==> src/rtl/neo_frame_arbiter.sv <==
// Round-robin owner arbiter sharing one NeoPixel strip controller between NUM_REQ producers.
// Optional idle-owner watchdog is enabled by defining NEO_ARB_TIMEOUT_EN.
module neo_frame_arbiter #(
    parameter int          NUM_REQ = 2,
    parameter logic [15:0] TIMEOUT = 16'd50000
) (
    input  logic                   clock,
    input  logic                   reset,
    input  logic [NUM_REQ-1:0]     req,
    input  logic [NUM_REQ-1:0]     p_load_color,
    input  logic [NUM_REQ-1:0]     p_send_it,
    input  logic [3*NUM_REQ-1:0]   p_pixel_index,
    input  logic [2*NUM_REQ-1:0]   p_color_index,
    input  logic [8*NUM_REQ-1:0]   p_color_level,
    input  logic                   ready_to_load,
    input  logic                   ready_to_send,
    input  logic                   done_wait,
    output logic [NUM_REQ-1:0]     grant,
    output logic [NUM_REQ-1:0]     p_ready_to_load,
    output logic [NUM_REQ-1:0]     p_ready_to_send,
    output logic [NUM_REQ-1:0]     p_done,
    output logic                   load_color,
    output logic                   send_it,
    output logic [2:0]             pixel_index,
    output logic [1:0]             color_index,
    output logic [7:0]             color_level,
    output logic [15:0]            frame_count,
    output logic                   timeout
);

    localparam int IDX_W = (NUM_REQ > 1) ? $clog2(NUM_REQ) : 1;

    typedef enum logic [1:0] {
        ST_IDLE    = 2'd0,
        ST_OWN     = 2'd1,
        ST_SENDING = 2'd2,
        ST_RELEASE = 2'd3
    } state_t;

    function automatic logic [NUM_REQ-1:0] idx_to_onehot(input logic [IDX_W-1:0] idx);
        logic [NUM_REQ-1:0] oh;
        oh = {NUM_REQ{1'b0}};
        for (int i = 0; i < NUM_REQ; i++) begin
            oh[i] = (IDX_W'(i) == idx);
        end
        return oh;
    endfunction

    state_t               state_r, next_state_s;
    logic [IDX_W-1:0]     owner_r, last_r, win_idx_s, cand_idx_s;
    logic                 win_found_s, timeout_hit_s, wd_expire_s;
    logic [NUM_REQ-1:0]   grant_r, p_done_r;
    logic                 timeout_r;
    logic [15:0]          frame_count_r;
    logic                 load_color_s, send_it_s;
    logic [2:0]           pixel_index_s;
    logic [1:0]           color_index_s;
    logic [7:0]           color_level_s;
    int                   cand_s;

    logic [2:0] pix_arr_s [NUM_REQ];
    logic [1:0] cidx_arr_s [NUM_REQ];
    logic [7:0] lvl_arr_s [NUM_REQ];

    for (genvar g = 0; g < NUM_REQ; g++) begin : g_unpack
        assign pix_arr_s[g]  = p_pixel_index[3*g +: 3];
        assign cidx_arr_s[g] = p_color_index[2*g +: 2];
        assign lvl_arr_s[g]  = p_color_level[8*g +: 8];
    end

    // Round-robin search starting one past the last owner
    always_comb begin
        win_found_s = 1'b0;
        win_idx_s   = {IDX_W{1'b0}};
        cand_s      = 0;
        cand_idx_s  = {IDX_W{1'b0}};
        for (int k = 1; k <= NUM_REQ; k++) begin
            cand_s      = (int'(last_r) + k) % NUM_REQ;
            cand_idx_s  = IDX_W'(cand_s);
            win_idx_s   = (!win_found_s && req[cand_idx_s]) ? cand_idx_s : win_idx_s;
            win_found_s = win_found_s | req[cand_idx_s];
        end
    end

`ifdef NEO_ARB_TIMEOUT_EN
    logic [15:0] wd_cnt_r;

    // Idle-owner watchdog: restarts on OWN entry and on every forwarded load
    always_ff @(posedge clock or negedge reset) begin
        if (!reset) begin
            wd_cnt_r <= 16'd0;
        end else if (state_r != ST_OWN || load_color_s) begin
            wd_cnt_r <= 16'd0;
        end else begin
            wd_cnt_r <= wd_cnt_r + 16'd1;
        end
    end

    assign wd_expire_s = (state_r == ST_OWN) && (wd_cnt_r == (TIMEOUT - 16'd1));
`else
    assign wd_expire_s = 1'b0;
`endif

    // FSM state register
    always_ff @(posedge clock or negedge reset) begin
        if (!reset) begin
            state_r <= ST_IDLE;
        end else begin
            state_r <= next_state_s;
        end
    end

    // FSM next-state logic; a forwarded send takes priority over a dropped request
    always_comb begin
        next_state_s  = state_r;
        timeout_hit_s = 1'b0;
        case (state_r)
            ST_IDLE: begin
                if (win_found_s) next_state_s = ST_OWN;
                else             next_state_s = ST_IDLE;
            end
            ST_OWN: begin
                if (send_it_s) begin
                    next_state_s = ST_SENDING;
                end else if (!req[owner_r]) begin
                    next_state_s = ST_RELEASE;
                end else if (wd_expire_s) begin
                    next_state_s  = ST_RELEASE;
                    timeout_hit_s = 1'b1;
                end else begin
                    next_state_s = ST_OWN;
                end
            end
            ST_SENDING: begin
                if (done_wait) next_state_s = ST_RELEASE;
                else           next_state_s = ST_SENDING;
            end
            ST_RELEASE: next_state_s = ST_IDLE;
            default:    next_state_s = ST_IDLE;
        endcase
    end

    // FSM outputs: owner strobes and data pass straight through only while in OWN
    always_comb begin
        load_color_s  = 1'b0;
        send_it_s     = 1'b0;
        pixel_index_s = 3'd0;
        color_index_s = 2'd0;
        color_level_s = 8'd0;
        if (state_r == ST_OWN) begin
            load_color_s = p_load_color[owner_r] & ready_to_load;
            send_it_s    = p_send_it[owner_r] & ready_to_send;
            if (load_color_s) begin
                pixel_index_s = pix_arr_s[owner_r];
                color_index_s = cidx_arr_s[owner_r];
                color_level_s = lvl_arr_s[owner_r];
            end else begin
                pixel_index_s = 3'd0;
                color_index_s = 2'd0;
                color_level_s = 8'd0;
            end
        end else begin
            load_color_s = 1'b0;
            send_it_s    = 1'b0;
        end
    end

    // Ownership bookkeeping, release pulses and frame counter
    always_ff @(posedge clock or negedge reset) begin
        if (!reset) begin
            owner_r       <= {IDX_W{1'b0}};
            last_r        <= IDX_W'(NUM_REQ - 1);
            grant_r       <= {NUM_REQ{1'b0}};
            p_done_r      <= {NUM_REQ{1'b0}};
            timeout_r     <= 1'b0;
            frame_count_r <= 16'd0;
        end else begin
            p_done_r  <= (next_state_s == ST_RELEASE) ? idx_to_onehot(owner_r) : {NUM_REQ{1'b0}};
            timeout_r <= timeout_hit_s;
            if (state_r == ST_IDLE && win_found_s) begin
                owner_r <= win_idx_s;
                grant_r <= idx_to_onehot(win_idx_s);
            end else if (next_state_s == ST_RELEASE) begin
                grant_r <= {NUM_REQ{1'b0}};
            end else begin
                grant_r <= grant_r;
            end
            if (state_r == ST_RELEASE) begin
                last_r <= owner_r;
            end else begin
                last_r <= last_r;
            end
            if (state_r == ST_SENDING && done_wait) begin
                frame_count_r <= frame_count_r + 16'd1;
            end else begin
                frame_count_r <= frame_count_r;
            end
        end
    end

    assign grant           = grant_r;
    assign p_done          = p_done_r;
    assign timeout         = timeout_r;
    assign frame_count     = frame_count_r;
    assign p_ready_to_load = grant_r & {NUM_REQ{ready_to_load}};
    assign p_ready_to_send = grant_r & {NUM_REQ{ready_to_send}};
    assign load_color      = load_color_s;
    assign send_it         = send_it_s;
    assign pixel_index     = pixel_index_s;
    assign color_index     = color_index_s;
    assign color_level     = color_level_s;

endmodule

==> config.mk <==
export PLATFORM = sky130hd
export DESIGN_NAME = neo_frame_arbiter
export DESIGN_NICKNAME = d
export VERILOG_FILES = /design/src/rtl/neo_frame_arbiter.sv
export SDC_FILE = /design/constraint.sdc
export NUM_CORES = 1
export LEC_CHECK = 0
export ABC_CLOCK_PERIOD_IN_PS = 1650
export CAP_MARGIN = 20
export CORE_MARGIN = 5
export CORE_UTILIZATION = 38
export CTS_CLUSTER_DIAMETER = 200
export DETAILED_ROUTE_END_ITERATION = 10
export HOLD_SLACK_MARGIN = 0.15
export PLACE_DENSITY = 0.77
export SLEW_MARGIN = 20
export SYNTH_ARGS = -nofsm -noshare
export SYNTH_HDL_FRONTEND = slang
export SYNTH_SLANG_ARGS = --single-unit
==> constraint.sdc <==
create_clock -name clock -period 1.65 [get_ports clock]
set_input_delay 0.2475 -clock clock [delete_from_list [all_inputs] [get_ports clock]]
set_output_delay 0.2475 -clock clock [all_outputs]
set_load 0.03 [all_outputs]
# After elaboration in Yosys (flattened, before gate mapping)
# Index checks and enable logic that the tools add are counted.
# word_totals
ff_bits	24
inputBits	37
output_inout_bits	40
word_cells	68
# op_classes
addsub	3
n_lt_le_gt_ge	4
eq_ne	4
n_mux	37
bitwise	8
n_reduce_logical	6
# op_table
operator	n
two-way mux 8 bit	5
two-way mux 2 bit	10
adder 16 x 1 -> 16 bit (second input constant)	1
two-way mux 1 bit	16
two-way mux 3 bit	5
one-hot mux 2 bit (4 select lines)	1
equality test 2 bit (second input constant)	3
less-than comparator 1 x 2 -> 1 bit (second input constant)	3
AND 2 bit	2
logical AND 1 bit	3
adder 1 bit (second input constant)	2
AND 1 bit	2
equality test 2 x 1 -> 1 bit (second input constant)	1
greater-or-equal comparator 2 bit (second input constant)	1
logical NOT 2 bit	1
inverter 1 bit	2
inverter 1 -> 2 bit	1
nonzero test 2 bit	1
logical NOT 1 bit	1
OR 1 bit	1

# Longest topological paths before layout
# Gate-level depths: netlist of run 1.
# depth
ltp_word	9
mapped_depth	5
ltp_nobuf	4

# Worst setup path after synthesis of run 1
# No wires, ideal clock.
# synth_timing
kind	register to output
start	register owner_r
end	output color_index[0]
arrival_ns	1.481
required_ns	1.402
slack_ns	-0.079
path_stages_with_launch	6
path_buffers	2
path_cell_list	dfrtp_1 -> buf_6 -> mux2_2 -> nand3_1 -> buf_2 -> nor2_1
# synth_between
elab_chain_len	6
word_cells_on_any_way	9
classes_between	mux (7); bitwise (2)
# synth_lines
element	line_no	source
start: declaration	50	logic [IDX_W-1:0] owner_r, last_r, win_idx_s, cand_idx_s;
start signal: assignment	171	owner_r <= {IDX_W{1'b0}};
start signal: assignment	181	owner_r <= win_idx_s;
inverter 1 -> 2 bit (implied by the code)	155	color_index_s = cidx_arr_s[owner_r];
two-way mux 2 bit (implied by the code) (3 in a row)	155	
two-way mux 2 bit *	153	if (load_color_s) begin
two-way mux 2 bit *	150	if (state_r == ST_OWN) begin
end: declaration	25	output logic [1:0] color_index,
# Every way passes the cells marked *; elsewhere a longest branch is shown, timed or not. The select of a mux whose other input is x is not followed.

# Worst setup path after layout of run 1
# layout_timing
start	register owner_r
end	output pixel_index[1]
# layout_between
elab_chain_len	6
word_cells_on_any_way	9
classes_between	mux (7); bitwise (2)
# layout_lines
element	line_no	source
inverter 1 -> 2 bit (implied by the code)	154	pixel_index_s = pix_arr_s[owner_r];
two-way mux 3 bit (implied by the code) (3 in a row)	154	
two-way mux 3 bit *	153	
two-way mux 3 bit *	150	
end: declaration	24	output logic [2:0] pixel_index,
# Marks and branches as above.

==> flow_summary_export.csv, run 1 <==
group,metric,value,unit
run_status,outcome,"finished, violations left",
drt,routed-via-count,1320,
yosys,edff_count_synth,0,
power_and_ir_drop,power.switching,1.21,mW
yosys,synth_flop_cell,"sky130_fd_sc_hd__dfrtp_1",
grt,grt_pass1_vias,1382,
sta,timing.final.crit_period,1.76,ns
yosys,synth_cell_type_count,32,
drt,detail_route.wirelength,4.01,mm
setup_path,worst-setup-path-type,"reg -> out",
yosys,async_reset_ff_share,100,%
power_and_ir_drop,p_int,1.67,mW
clock_network,cts-htree-levels,1,
clock_network,clk_root_buffer_cell,"sky130_fd_sc_hd__clkbuf_4",
clock_network,cts_buffers,3,
grt,grt_max_degree,25,
yosys,post_synth_instance_area,1340,sq um
sta,setup_total_negative_slack,-1.45,ns
grt,grt_first_pass_wirelength,6.18,mm
setup_path,worst_ep_arrival_time,1.51,ns
drt,detail_route.vias_per_cell,4.87,
yosys,postSynthNetCount,173,
sta,setup_viol_count_final,15,
layout,finalNetCount,264,
clock_network,post_cts_hold_buffer_count,0,
hold_path,hold_path_class,"in -> async",
setup_path,critical_path_required,1.40,ns
sta,grt_setup_unrepaired,"yes",
yosys,postSynthRegisterBits,24,
placement,place.gp.congestion,0.855,
layout,final_layout_size_suffix_gt1_share,31.6,%
drt,final_antenna_net_count,0,
setup_path,crit_fanout,7,
yosys,synth.top_cells.by_area,"sky130_fd_sc_hd__dfrtp_1 (43%), sky130_fd_sc_hd__mux2i_1 (9.7%), sky130_fd_sc_hd__xnor2_1 (9.1%)",
clock_network,tritoncts_num_sinks,24,
die,die_width,69.4,um
drt,count_of_unresolved_drc_violations_after_routing,0,
sta,final_min_period_over_clock_period,107,%
power_and_ir_drop,leakage_power_total,1.14,nW
die,std_cell_rows,21,
power_and_ir_drop,clkPwrFrac,10.4,%
yosys,synth_warnings,0,
yosys,seq_area_frac_synth,44.8,%
layout,post-route-cell-area,2360,sq um
layout,final_core_utilization,69.6,%
power_and_ir_drop,switching_share,41.9,%
setup_path,end_kind,"output pin",
yosys,synthesis.area_per_instance,9.94,sq um
power_and_ir_drop,total_power_draw,2.87,mW
power_and_ir_drop,vdd.ir_drop.worst,0.704,mV
placement,dpl.hpwl,3.04,mm
grt,grtUsageMet2,28.3,%
layout,diodes,0,
sta,finalHoldViolations,0,
sta,maximum_clock_skew_at_final_layout,0.00628,ns
grt,globalRouteOverflowTotal,0,
clock_network,clock_tree_buffer_depth,2,
yosys,post-synth-top-area-fraction,42.9,%
setup_path,worst_setup_start_kind,"register",
die,design.core.area,3390,sq um
yosys,netlist.top_cell.by_area,"sky130_fd_sc_hd__dfrtp_1",
drt,drt_pass1_iterations,5,
clock_network,cts_tree,"built",
grt,global_route.usage.total,15.6,%
job,maxCapViolCount,0,
power_and_ir_drop,share_seq_of_total_power,30.8,%
sta,maxClockFrequency,0.569,GHz
die,top_level_ports,77,
placement,placedInstanceArea,2150,sq um
sta,timing.final.ws_setup,-0.108,ns
clock_network,worst_skew_pair.late_latency,0.30,ns
clock_network,clkSlewWorstSetupHoldPaths,0.13,ns
grt,grt_busiest_layer,"met2",
yosys,yosys.cell_count.top_type,"sky130_fd_sc_hd__dfrtp_1",
placement,placement.io_buffers,75,
power_and_ir_drop,power.combinational.fraction,58.8,%
run_status,violations,"negative setup slack",
grt,antenna_found_initial,0,
die,initial_core_util,39.6,%
sta,finalMaxSlewViolations,0,
power_and_ir_drop,cellPowerDensity,1220,nW/um^2
layout,areaGrowthSynthToFinish,75.7,%
grt,global_route.usage.met1,15.5,%
drt,wl_per_cell,14.8,um
yosys,syn_inst,135,
grt,grtUsageMet3,8.70,%
drt,drt-initial-drc-count,52,
yosys,synth_commonest_cells,"sky130_fd_sc_hd__dfrtp_1 (23), sky130_fd_sc_hd__nor2_1 (19), sky130_fd_sc_hd__nand2_1 (16)",
die,die_span_in_y,69.4,um
die,die-area,4820,sq um
-- power groups by stage --
stage / combinational, mW / sequential [mW] / clock [mW]
detailed placement: 1.44 / 0.919 / 0
floorplan: 0.757 / 1.03 / 0
CTS: 1.58 / 0.883 / 0.308
global placement: 1.41 / 0.908 / 0
global route: 1.80 / 0.908 / 0.330
finish: 1.69 / 0.886 / 0.299
-- area by class of cell --
type | instances | area (sq um)
Multi-Input combinational cell | 103 | 769
Clock buffer | 4 | 36.3
Fill cell | 252 | 1030
Timing Repair Buffer | 91 | 880
Sequential cell | 24 | 604
Tap cell | 46 | 57.6
Inverter | 3 | 11.3
-- critical path, cell delays in order, from the launching register on --
cell and delay (ns):
sky130_fd_sc_hd__dfrtp_2 0.46, sky130_fd_sc_hd__mux2_4 0.32, sky130_fd_sc_hd__nand3_4 0.10, sky130_fd_sc_hd__buf_8 0.14, sky130_fd_sc_hd__nor2_2 0.05, sky130_fd_sc_hd__buf_6 0.14
-- final timing paths --
| path | startpoint | end | slack, ns | cells after the start |
|---|---|---|---|---|
| max | owner_r | pixel_index[1] | -0.11 | 5 |
| min | reset | frame_count[3] | 0.28 | 2 |
| max reg2reg | owner_r | grant[1] | 0.05 | 5 |
| min reg2reg | frame_count[15] | frame_count[15] | 0.48 | 1 |
| max in group asynchronous | reset | last_r | 1.08 | 2 |
| min in group clock | frame_count[15] | frame_count[15] | 0.48 | 1 |
-- sequential cells by signal, indices dropped and copies added, names as in the netlist --
register / count
frame_count: 16
grant: 2
p_done: 2
state_r: 2
last_r: 1
owner_r: 1
-- logic make-up (layout without fill, tap and decap cells) --
kind of cell | after synthesis | in the layout | share of synthesized area, %
and+or+nand+nor | 62 | 62 | 23.5
DFF | 24 | 24 | 44.8
buffers and inverters | 8 | 98 | 3.54
AOI/OAI and AO/OA | 7 | 7 | 3.82
muxes | 17 | 17 | 13.3
xor gates and xnor gates | 15 | 15 | 9.79
other | 1 | 1 | 0.279
adders and majority gates | 1 | 1 | 0.932
-- placed cells by master, fill, tap and decap left out, types with 2 or more instances in the layout --
master,instances
sky130_fd_sc_hd__and2_1,6
sky130_fd_sc_hd__nor2_1,6
sky130_fd_sc_hd__xnor2_1,14
sky130_fd_sc_hd__mux2i_1,9
sky130_fd_sc_hd__nand3_2,2
sky130_fd_sc_hd__nor2_2,12
sky130_fd_sc_hd__nand3_1,4
sky130_fd_sc_hd__dfrtp_2,2
sky130_fd_sc_hd__clkdlybuf4s50_1,38
sky130_fd_sc_hd__mux2_4,3
sky130_fd_sc_hd__mux2i_2,4
sky130_fd_sc_hd__dfrtp_1,21
sky130_fd_sc_hd__and4_1,3
sky130_fd_sc_hd__dlygate4sd2_1,17
sky130_fd_sc_hd__clkbuf_4,3
sky130_fd_sc_hd__buf_8,2
sky130_fd_sc_hd__nand4_1,4
sky130_fd_sc_hd__o21ai_0,3
sky130_fd_sc_hd__nand2_1,15
sky130_fd_sc_hd__inv_1,2
sky130_fd_sc_hd__buf_4,17
sky130_fd_sc_hd__buf_6,16
-- metal layers --
layer | wire length [um] | vias up
met1 | 1400 | 608
met3 | 538 | 4
met5 | 0 | -
met4 | 27 | 0
li1 | - | 634
met2 | 2040 | 74
-- through the flow --
stage | setup WS (ns) | hold slack (ns) | std cells
after global routing | -0.195 | 0.309 | 271
after detailed placement | -0.0141 | 0.470 | 262
after global placement | 0.00769 | 0.464 | 262
final | -0.108 | 0.280 | 271
after floorplan | -0.0786 | -0.0481 | 135
after CTS | -0.121 | 0.287 | 271
-- repair_timing --
item                                    CTS  global route
buffers inserted                          4             0
cloned                                    1             0
gates resized for setup                  41            25
pin swaps                                 0             2
endpoints found under the hold margin     0             0
endpoints found under the setup margin   32            17
(Power assumes the default switching activity.)
==> inputs of run 2 (changes only) <==
--- a/config.mk
+++ b/config.mk
@@ -7,12 +7,13 @@
 export LEC_CHECK = 0
 export ABC_CLOCK_PERIOD_IN_PS = 1650
 export CAP_MARGIN = 20
+export CORE_ASPECT_RATIO = 0.8
 export CORE_MARGIN = 5
 export CORE_UTILIZATION = 38
 export CTS_CLUSTER_DIAMETER = 200
 export DETAILED_ROUTE_END_ITERATION = 10
 export HOLD_SLACK_MARGIN = 0.15
-export PLACE_DENSITY = 0.77
+export PLACE_DENSITY = 0.92
 export SLEW_MARGIN = 20
 export SYNTH_ARGS = -nofsm -noshare
 export SYNTH_HDL_FRONTEND = slang
==> flow_summary_export.csv, run 2 (synthesis results as in run 1) <==
group,metric,value,unit
placement,dpl.hpwl,2.99,mm
clock_network,cts-htree-levels,1,
power_and_ir_drop,power.combinational.fraction,58.1,%
setup_path,critPathLaunch,"owner_r",
layout,mostFrequentLayoutCells,"sky130_fd_sc_hd__clkdlybuf4s50_1 (45), sky130_fd_sc_hd__dfrtp_1 (21), sky130_fd_sc_hd__buf_6 (16)",
setup_path,worst_ep_arrival_time,1.48,ns
placement,placement.io_buffers,75,
hold_path,hold_path_class,"in -> async",
run_status,violations,"negative setup slack",
drt,detail_route.wirelength,3.98,mm
layout,finalNetCount,261,
placement,placedInstanceArea,2150,sq um
grt,grt_max_degree,15,
sta,maximum_clock_skew_at_final_layout,0.00501,ns
layout,final_core_utilization,70.4,%
layout,diodes,0,
layout,seqCellArea,604,sq um
layout,areaGrowthSynthToFinish,79.4,%
setup_path,crit_fanout,7,
sta,finalHoldViolations,0,
power_and_ir_drop,leakage_power_total,1.20,nW
layout,mostFrequentLayoutCell,"sky130_fd_sc_hd__clkdlybuf4s50_1",
drt,drt_pass1_iterations,3,
power_and_ir_drop,cellPowerDensity,1250,nW/um^2
placement,place.gp.congestion,0.822,
setup_path,critical_path_buf_inv_count,2,
sta,timing.final.crit_period,1.73,ns
sta,setup_viol_count_final,15,
setup_path,worst-setup-path-type,"reg -> out",
power_and_ir_drop,share_seq_of_total_power,29.1,%
power_and_ir_drop,total_power_draw,3.00,mW
job,maxCapViolCount,0,
sta,setup_total_negative_slack,-0.741,ns
setup_path,setup.reg_to_reg.worst_slack,0.06,ns
sta,maxClockFrequency,0.579,GHz
power_and_ir_drop,power.switching,1.23,mW
setup_path,worst_setup_start_kind,"register",
setup_path,critical_path_required,1.40,ns
grt,grt_pass1_vias,1301,
die,die-area,4830,sq um
run_status,outcome,"finished, violations left",
sta,grt_setup_unrepaired,"yes",
grt,global_route.usage.total,14.8,%
layout,final_layout_size_suffix_gt1_share,30.2,%
setup_path,crit_slowest_cell,"sky130_fd_sc_hd__dfrtp_2",
die,die_span_in_y,63.2,um
die,top_level_ports,77,
power_and_ir_drop,clkPwrFrac,12.8,%
setup_path,delay_of_the_slowest_cell_on_the_worst_path,0.43,ns
clock_network,tritoncts_num_sinks,24,
drt,count_of_unresolved_drc_violations_after_routing,0,
layout,fillerInstances,241,
setup_path,number_of_logic_stages_on_the_critical_path_including_buffering,5,
setup_path,cp_cell_sequence,"mux2_4, nand3_4, clkbuf_16, nor2_2, buf_6",
die,design.core.area,3420,sq um
layout,number_of_flip_flops_under_the_largest_register_name,16,
drt,final_antenna_net_count,0,
setup_path,worstRegToRegCells,7,
drt,wl_per_cell,15.1,um
grt,antenna_found_initial,0,
power_and_ir_drop,p_int,1.78,mW
setup_path,reg2reg_to,"p_done[1]",
sta,finalMaxSlewViolations,0,
clock_network,worst_skew_pair.late_latency,0.26,ns
sta,final_min_period_over_clock_period,105,%
grt,globalRouteOverflowTotal,0,
layout,post-route-cell-area,2410,sq um
die,std_cell_rows,19,
drt,detail_route.vias_per_cell,4.86,
clock_network,clkSlewWorstSetupHoldPaths,0.08,ns
setup_path,end_kind,"output pin",
die,die_width,76.5,um
setup_path,cp-endpoint,"color_index[0]",
layout,multiInputGateArea,774,sq um
power_and_ir_drop,switching_share,40.8,%
clock_network,clock_tree_buffer_depth,2,
setup_path,timing.critical_path.max_delay_family,"flip-flops",
sta,hold_slack,0.278,ns
grt,grt_first_pass_wirelength,6.00,mm
clock_network,cts_buffers,3,
setup_path,crit-reg2reg-launch,"owner_r",
clock_network,clk_root_buffer_cell,"sky130_fd_sc_hd__clkbuf_8",
clock_network,cts_tree,"built",
power_and_ir_drop,vdd.ir_drop.worst,0.553,mV
die,initial_core_util,39.2,%
sta,timing.final.ws_setup,-0.0769,ns
drt,routed-via-count,1282,
drt,drt-initial-drc-count,46,
-- run 2: timing repair --
| item | 4_1_cts | 5_1_grt |
|---|---|---|
| buffers inserted | 0 | 2 |
| hold buffers | 0 | 0 |
| pin swaps | 0 | 3 |
| resized for setup | 9 | 47 |
| endpoints found under the setup margin | 18 | 22 |
| gates cloned | 0 | 1 |
-- run 2: layer usage --
layer,vias to the layer above,part of all wire (%),global-route usage [%]
li1,627,-,-
met1,614,42,17.9
met2,35,50,26.1
met3,6,6.4,4.56
met4,0,1.3,2.40
met5,-,0,0
-- run 2: how the worst min path moves through the flow --
stage / start / to / depth (start not counted)
after floorplan: reset / frame_count[0] / 0
after global placement: frame_count[15] / frame_count[15] / 1
after detailed placement: frame_count[15] / frame_count[15] / 1
after CTS: reset / frame_count[12] / 1
after global routing: reset / frame_count[12] / 1
final: reset / frame_count[12] / 1
-- run 2: stage by stage --
step / cells / worst slack (ns)
after floorplan: 135 / -0.0786
after global placement: 257 / -0.000459
after detailed placement: 257 / -0.0628
after CTS: 261 / -0.0547
after global routing: 264 / -0.145
final: 264 / -0.0769
-- run 2: final cells by class --
class                   instances  area share [%]
clock buffers                   4            2.29
multi-input cells             103            32.2
repair buffers                 88            37.8
inverters                       3           0.468
flip-flops and latches         24            25.1
well taps                      42            2.18
-- run 2: power groups by stage --
stage	logic, mW	clock network (mW)	registers, mW
floorplan	0.757	0	1.03
global placement	1.46	0	0.874
detailed placement	1.50	0	0.885
CTS	1.50	0.394	0.878
global route	1.86	0.429	0.897
finish	1.74	0.385	0.874
-- run 2: worst reg2reg max path, cell delays in order, from the launching register on --
cell and delay [ns]:
sky130_fd_sc_hd__dfrtp_2 0.43, sky130_fd_sc_hd__buf_4 0.16, sky130_fd_sc_hd__buf_6 0.13, sky130_fd_sc_hd__mux2_4 0.31, sky130_fd_sc_hd__a211oi_4 0.18, sky130_fd_sc_hd__nor2_2 0.07, sky130_fd_sc_hd__buf_4 0.14, sky130_fd_sc_hd__nor2b_1 0.10
==> inputs of run 3 (changes only) <==
--- a/config.mk
+++ b/config.mk
@@ -5,15 +5,17 @@
 export SDC_FILE = /design/constraint.sdc
 export NUM_CORES = 1
 export LEC_CHECK = 0
+export ABC_AREA = 1
 export ABC_CLOCK_PERIOD_IN_PS = 1650
 export CAP_MARGIN = 20
 export CORE_ASPECT_RATIO = 0.8
 export CORE_MARGIN = 5
-export CORE_UTILIZATION = 38
+export CORE_UTILIZATION = 40
+export CTS_BUF_LIST = sky130_fd_sc_hd__clkbuf_8 sky130_fd_sc_hd__clkbuf_16
 export CTS_CLUSTER_DIAMETER = 200
 export DETAILED_ROUTE_END_ITERATION = 10
 export HOLD_SLACK_MARGIN = 0.15
-export PLACE_DENSITY = 0.92
+export PLACE_DENSITY = 0.93
 export SLEW_MARGIN = 20
 export SYNTH_ARGS = -nofsm -noshare
 export SYNTH_HDL_FRONTEND = slang
==> flow_summary_export.csv, run 3 <==
group,metric,value,unit
sta,finalHoldViolations,0,
hold_path,hold_path_class,"in -> async",
yosys,synth_commonest_cells,"sky130_fd_sc_hd__nand2_1 (93), sky130_fd_sc_hd__dfrtp_1 (23), sky130_fd_sc_hd__inv_1 (23)",
power_and_ir_drop,power.combinational.fraction,58.0,%
clock_network,worst_skew_pair.late_latency,0.27,ns
power_and_ir_drop,vdd.ir_drop.worst,0.804,mV
setup_path,worst-setup-path-type,"reg -> out",
setup_path,reg2reg_to,"frame_count[10]",
yosys,postSynthRegisterBits,24,
setup_path,worstRegToRegCells,7,
power_and_ir_drop,p_int,1.68,mW
yosys,synthesis.area_per_instance,6.81,sq um
sta,maximum_clock_skew_at_final_layout,0.00581,ns
sta,maxClockFrequency,0.589,GHz
clock_network,cts-htree-levels,1,
clock_network,clk_root_buffer_cell,"sky130_fd_sc_hd__clkbuf_8",
yosys,synth_warnings,0,
layout,seqCellArea,603,sq um
clock_network,cts_tree,"built",
yosys,synth_flop_cell,"sky130_fd_sc_hd__dfrtp_1",
die,die-area,5090,sq um
power_and_ir_drop,cellPowerDensity,1250,nW/um^2
yosys,async_reset_ff_share,100,%
drt,detail_route.vias_per_cell,4.99,
yosys,synth.top_cells.by_area,"sky130_fd_sc_hd__dfrtp_1 (38%), sky130_fd_sc_hd__nand2_1 (23%), sky130_fd_sc_hd__inv_1 (5.7%)",
setup_path,worst_setup_start_kind,"register",
grt,antenna_found_initial,0,
sta,timing.final.ws_setup,-0.0481,ns
layout,diodes,0,
clock_network,cts_buffers,3,
power_and_ir_drop,clkPwrFrac,12.7,%
clock_network,tritoncts_num_sinks,24,
die,design.core.area,3700,sq um
drt,count_of_unresolved_drc_violations_after_routing,0,
yosys,yosys.cell_count.top_type,"sky130_fd_sc_hd__nand2_1",
drt,wl_per_cell,14.3,um
sta,setup_viol_count_final,11,
clock_network,clock_tree_buffer_depth,2,
setup_path,worst_ep_arrival_time,1.45,ns
die,die_width,78.6,um
setup_path,setup.reg_to_reg.worst_slack,0.21,ns
die,die_span_in_y,64.8,um
grt,grt_pass1_vias,1649,
layout,fillerInstances,280,
grt,global_route.usage.total,18.4,%
setup_path,critical_path_required,1.40,ns
setup_path,crit_fanout,7,
die,top_level_ports,77,
yosys,post_synth_instance_area,1500,sq um
placement,place.gp.congestion,0.843,
drt,routed-via-count,1758,
power_and_ir_drop,switching_share,47.5,%
power_and_ir_drop,leakage_power_total,1.36,nW
sta,hold_slack,0.327,ns
drt,detail_route.wirelength,5.03,mm
yosys,postSynthNetCount,259,
placement,place_worst_setup_slack,-0.0390,ns
sta,grt_setup_unrepaired,"yes",
layout,finalNetCount,347,
layout,mostFrequentLayoutCells,"sky130_fd_sc_hd__nand2_1 (91), sky130_fd_sc_hd__clkdlybuf4s50_1 (41), sky130_fd_sc_hd__inv_1 (23)",
drt,final_antenna_net_count,0,
setup_path,crit-reg2reg-launch,"state_r[0]",
yosys,edff_count_synth,0,
layout,number_of_flip_flops_under_the_largest_register_name,16,
grt,grt_max_degree,25,
clock_network,post_cts_hold_buffer_count,0,
sta,finalMaxSlewViolations,0,
placement,dpl.hpwl,3.43,mm
drt,drt_pass1_iterations,4,
grt,grt_first_pass_wirelength,7.60,mm
run_status,outcome,"finished, violations left",
yosys,post-synth-top-area-fraction,38.3,%
layout,post-route-cell-area,2550,sq um
setup_path,end_kind,"output pin",
layout,multiInputGateArea,875,sq um
run_status,violations,"negative setup slack",
yosys,seq_area_frac_synth,40.0,%
yosys,netlist.top_cell.by_area,"sky130_fd_sc_hd__dfrtp_1",
layout,final_layout_size_suffix_gt1_share,20.5,%
placement,placedInstanceArea,2310,sq um
yosys,synth_cell_type_count,24,
drt,drt-initial-drc-count,183,
die,initial_core_util,40.6,%
layout,areaGrowthSynthToFinish,69.6,%
sta,timing.final.crit_period,1.70,ns
yosys,syn_inst,221,
power_and_ir_drop,power.switching,1.52,mW
die,std_cell_rows,20,
placement,placement.io_buffers,75,
layout,mostFrequentLayoutCell,"sky130_fd_sc_hd__nand2_1",
power_and_ir_drop,share_seq_of_total_power,29.3,%
sta,final_min_period_over_clock_period,103,%
job,maxCapViolCount,0,
clock_network,clkSlewWorstSetupHoldPaths,0.09,ns
grt,globalRouteOverflowTotal,0,
power_and_ir_drop,total_power_draw,3.20,mW
[run 3: cell count changes in the layout (fill, tap and decap cells not counted), moves of 11 or more]
cell                      before  now
sky130_fd_sc_hd__nand2_1      15   91
sky130_fd_sc_hd__inv_1         3   23
sky130_fd_sc_hd__nor2_1        4   19
sky130_fd_sc_hd__nor2_2       15    1
sky130_fd_sc_hd__a21oi_2       0   13
sky130_fd_sc_hd__xnor2_1      14    1
sky130_fd_sc_hd__mux2i_1      11    0
[run 3: worst max path at each step]
| stage | cells past startpoint | end | start | slack (ns) |
|---|---|---|---|---|
| floorplan | 7 | color_index[0] | owner_r | -0.08 |
| global placement | 6 | color_level[3] | p_load_color[1] | -0.03 |
| detailed placement | 6 | color_level[0] | p_load_color[1] | -0.04 |
| CTS | 6 | color_level[0] | owner_r | -0.02 |
| global route | 6 | pixel_index[1] | owner_r | -0.14 |
| finish | 6 | color_index[1] | owner_r | -0.05 |
[run 3: through the flow]
stage	util (%)	instances	TNS, ns
final	68.9	352	-0.226
after global routing	68.9	352	-1.44
after CTS	65.1	351	-0.0739
after detailed placement	62.4	345	-0.447
after global placement	62.4	345	-0.325
after floorplan	-	221	-0.683
[run 3: area by class of cell]
| class | instances | area share, % |
|---|---|---|
| sequential | 24 | 23.7 |
| tap | 44 | 2.16 |
| inverter | 25 | 3.68 |
| clock buffer | 4 | 2.16 |
| multi-input combinational | 168 | 34.3 |
| timing repair buffer | 87 | 34.1 |
[run 3: cells by family after synthesis]
group	count (synthesis)	synth area share [%]
flip-flops	24	40.0
other	1	0.249
AO/OA/AOI/OAI	21	7.07
AND/OR/NAND/NOR	135	38.7
buffers and inverters	30	7.90
XOR/XNOR	9	5.24
adder cells (fa/ha/maj)	1	0.832
[run 3: worst max-delay path, cell delays in order (launching register included)]
cell and delay [ns]:
sky130_fd_sc_hd__dfrtp_2 0.44, sky130_fd_sc_hd__inv_2 0.09, sky130_fd_sc_hd__nand2_2 0.06, sky130_fd_sc_hd__nand2_4 0.09, sky130_fd_sc_hd__nand3_4 0.13, sky130_fd_sc_hd__a21oi_2 0.18, sky130_fd_sc_hd__buf_4 0.18
[run 3: routing by layer]
layer | up-vias | part of all wire [%] | GRT usage [%]
met3 | 16 | 6.6 | 4.44
met4 | 0 | 2.9 | 6.11
li1 | 855 | - | -
met1 | 807 | 40 | 24.0
met5 | - | 0 | 0
met2 | 80 | 51 | 29.9
[run 3: what timing repair did]
action / CTS / global route
setup buffers: 1 / 1
gates cloned: 1 / 0
resized for setup: 13 / 38
pin swaps: 0 / 3
setup endpoints to repair: 20 / 24
[run 3: power groups by stage]
stage	Sequential (mW)	Combinational [mW]	Clock (mW)
floorplan	1.12	0.761	0
global placement	0.948	1.60	0
detailed placement	0.955	1.62	0
CTS	0.940	1.72	0.414
global route	0.964	2.00	0.437
finish	0.936	1.86	0.405
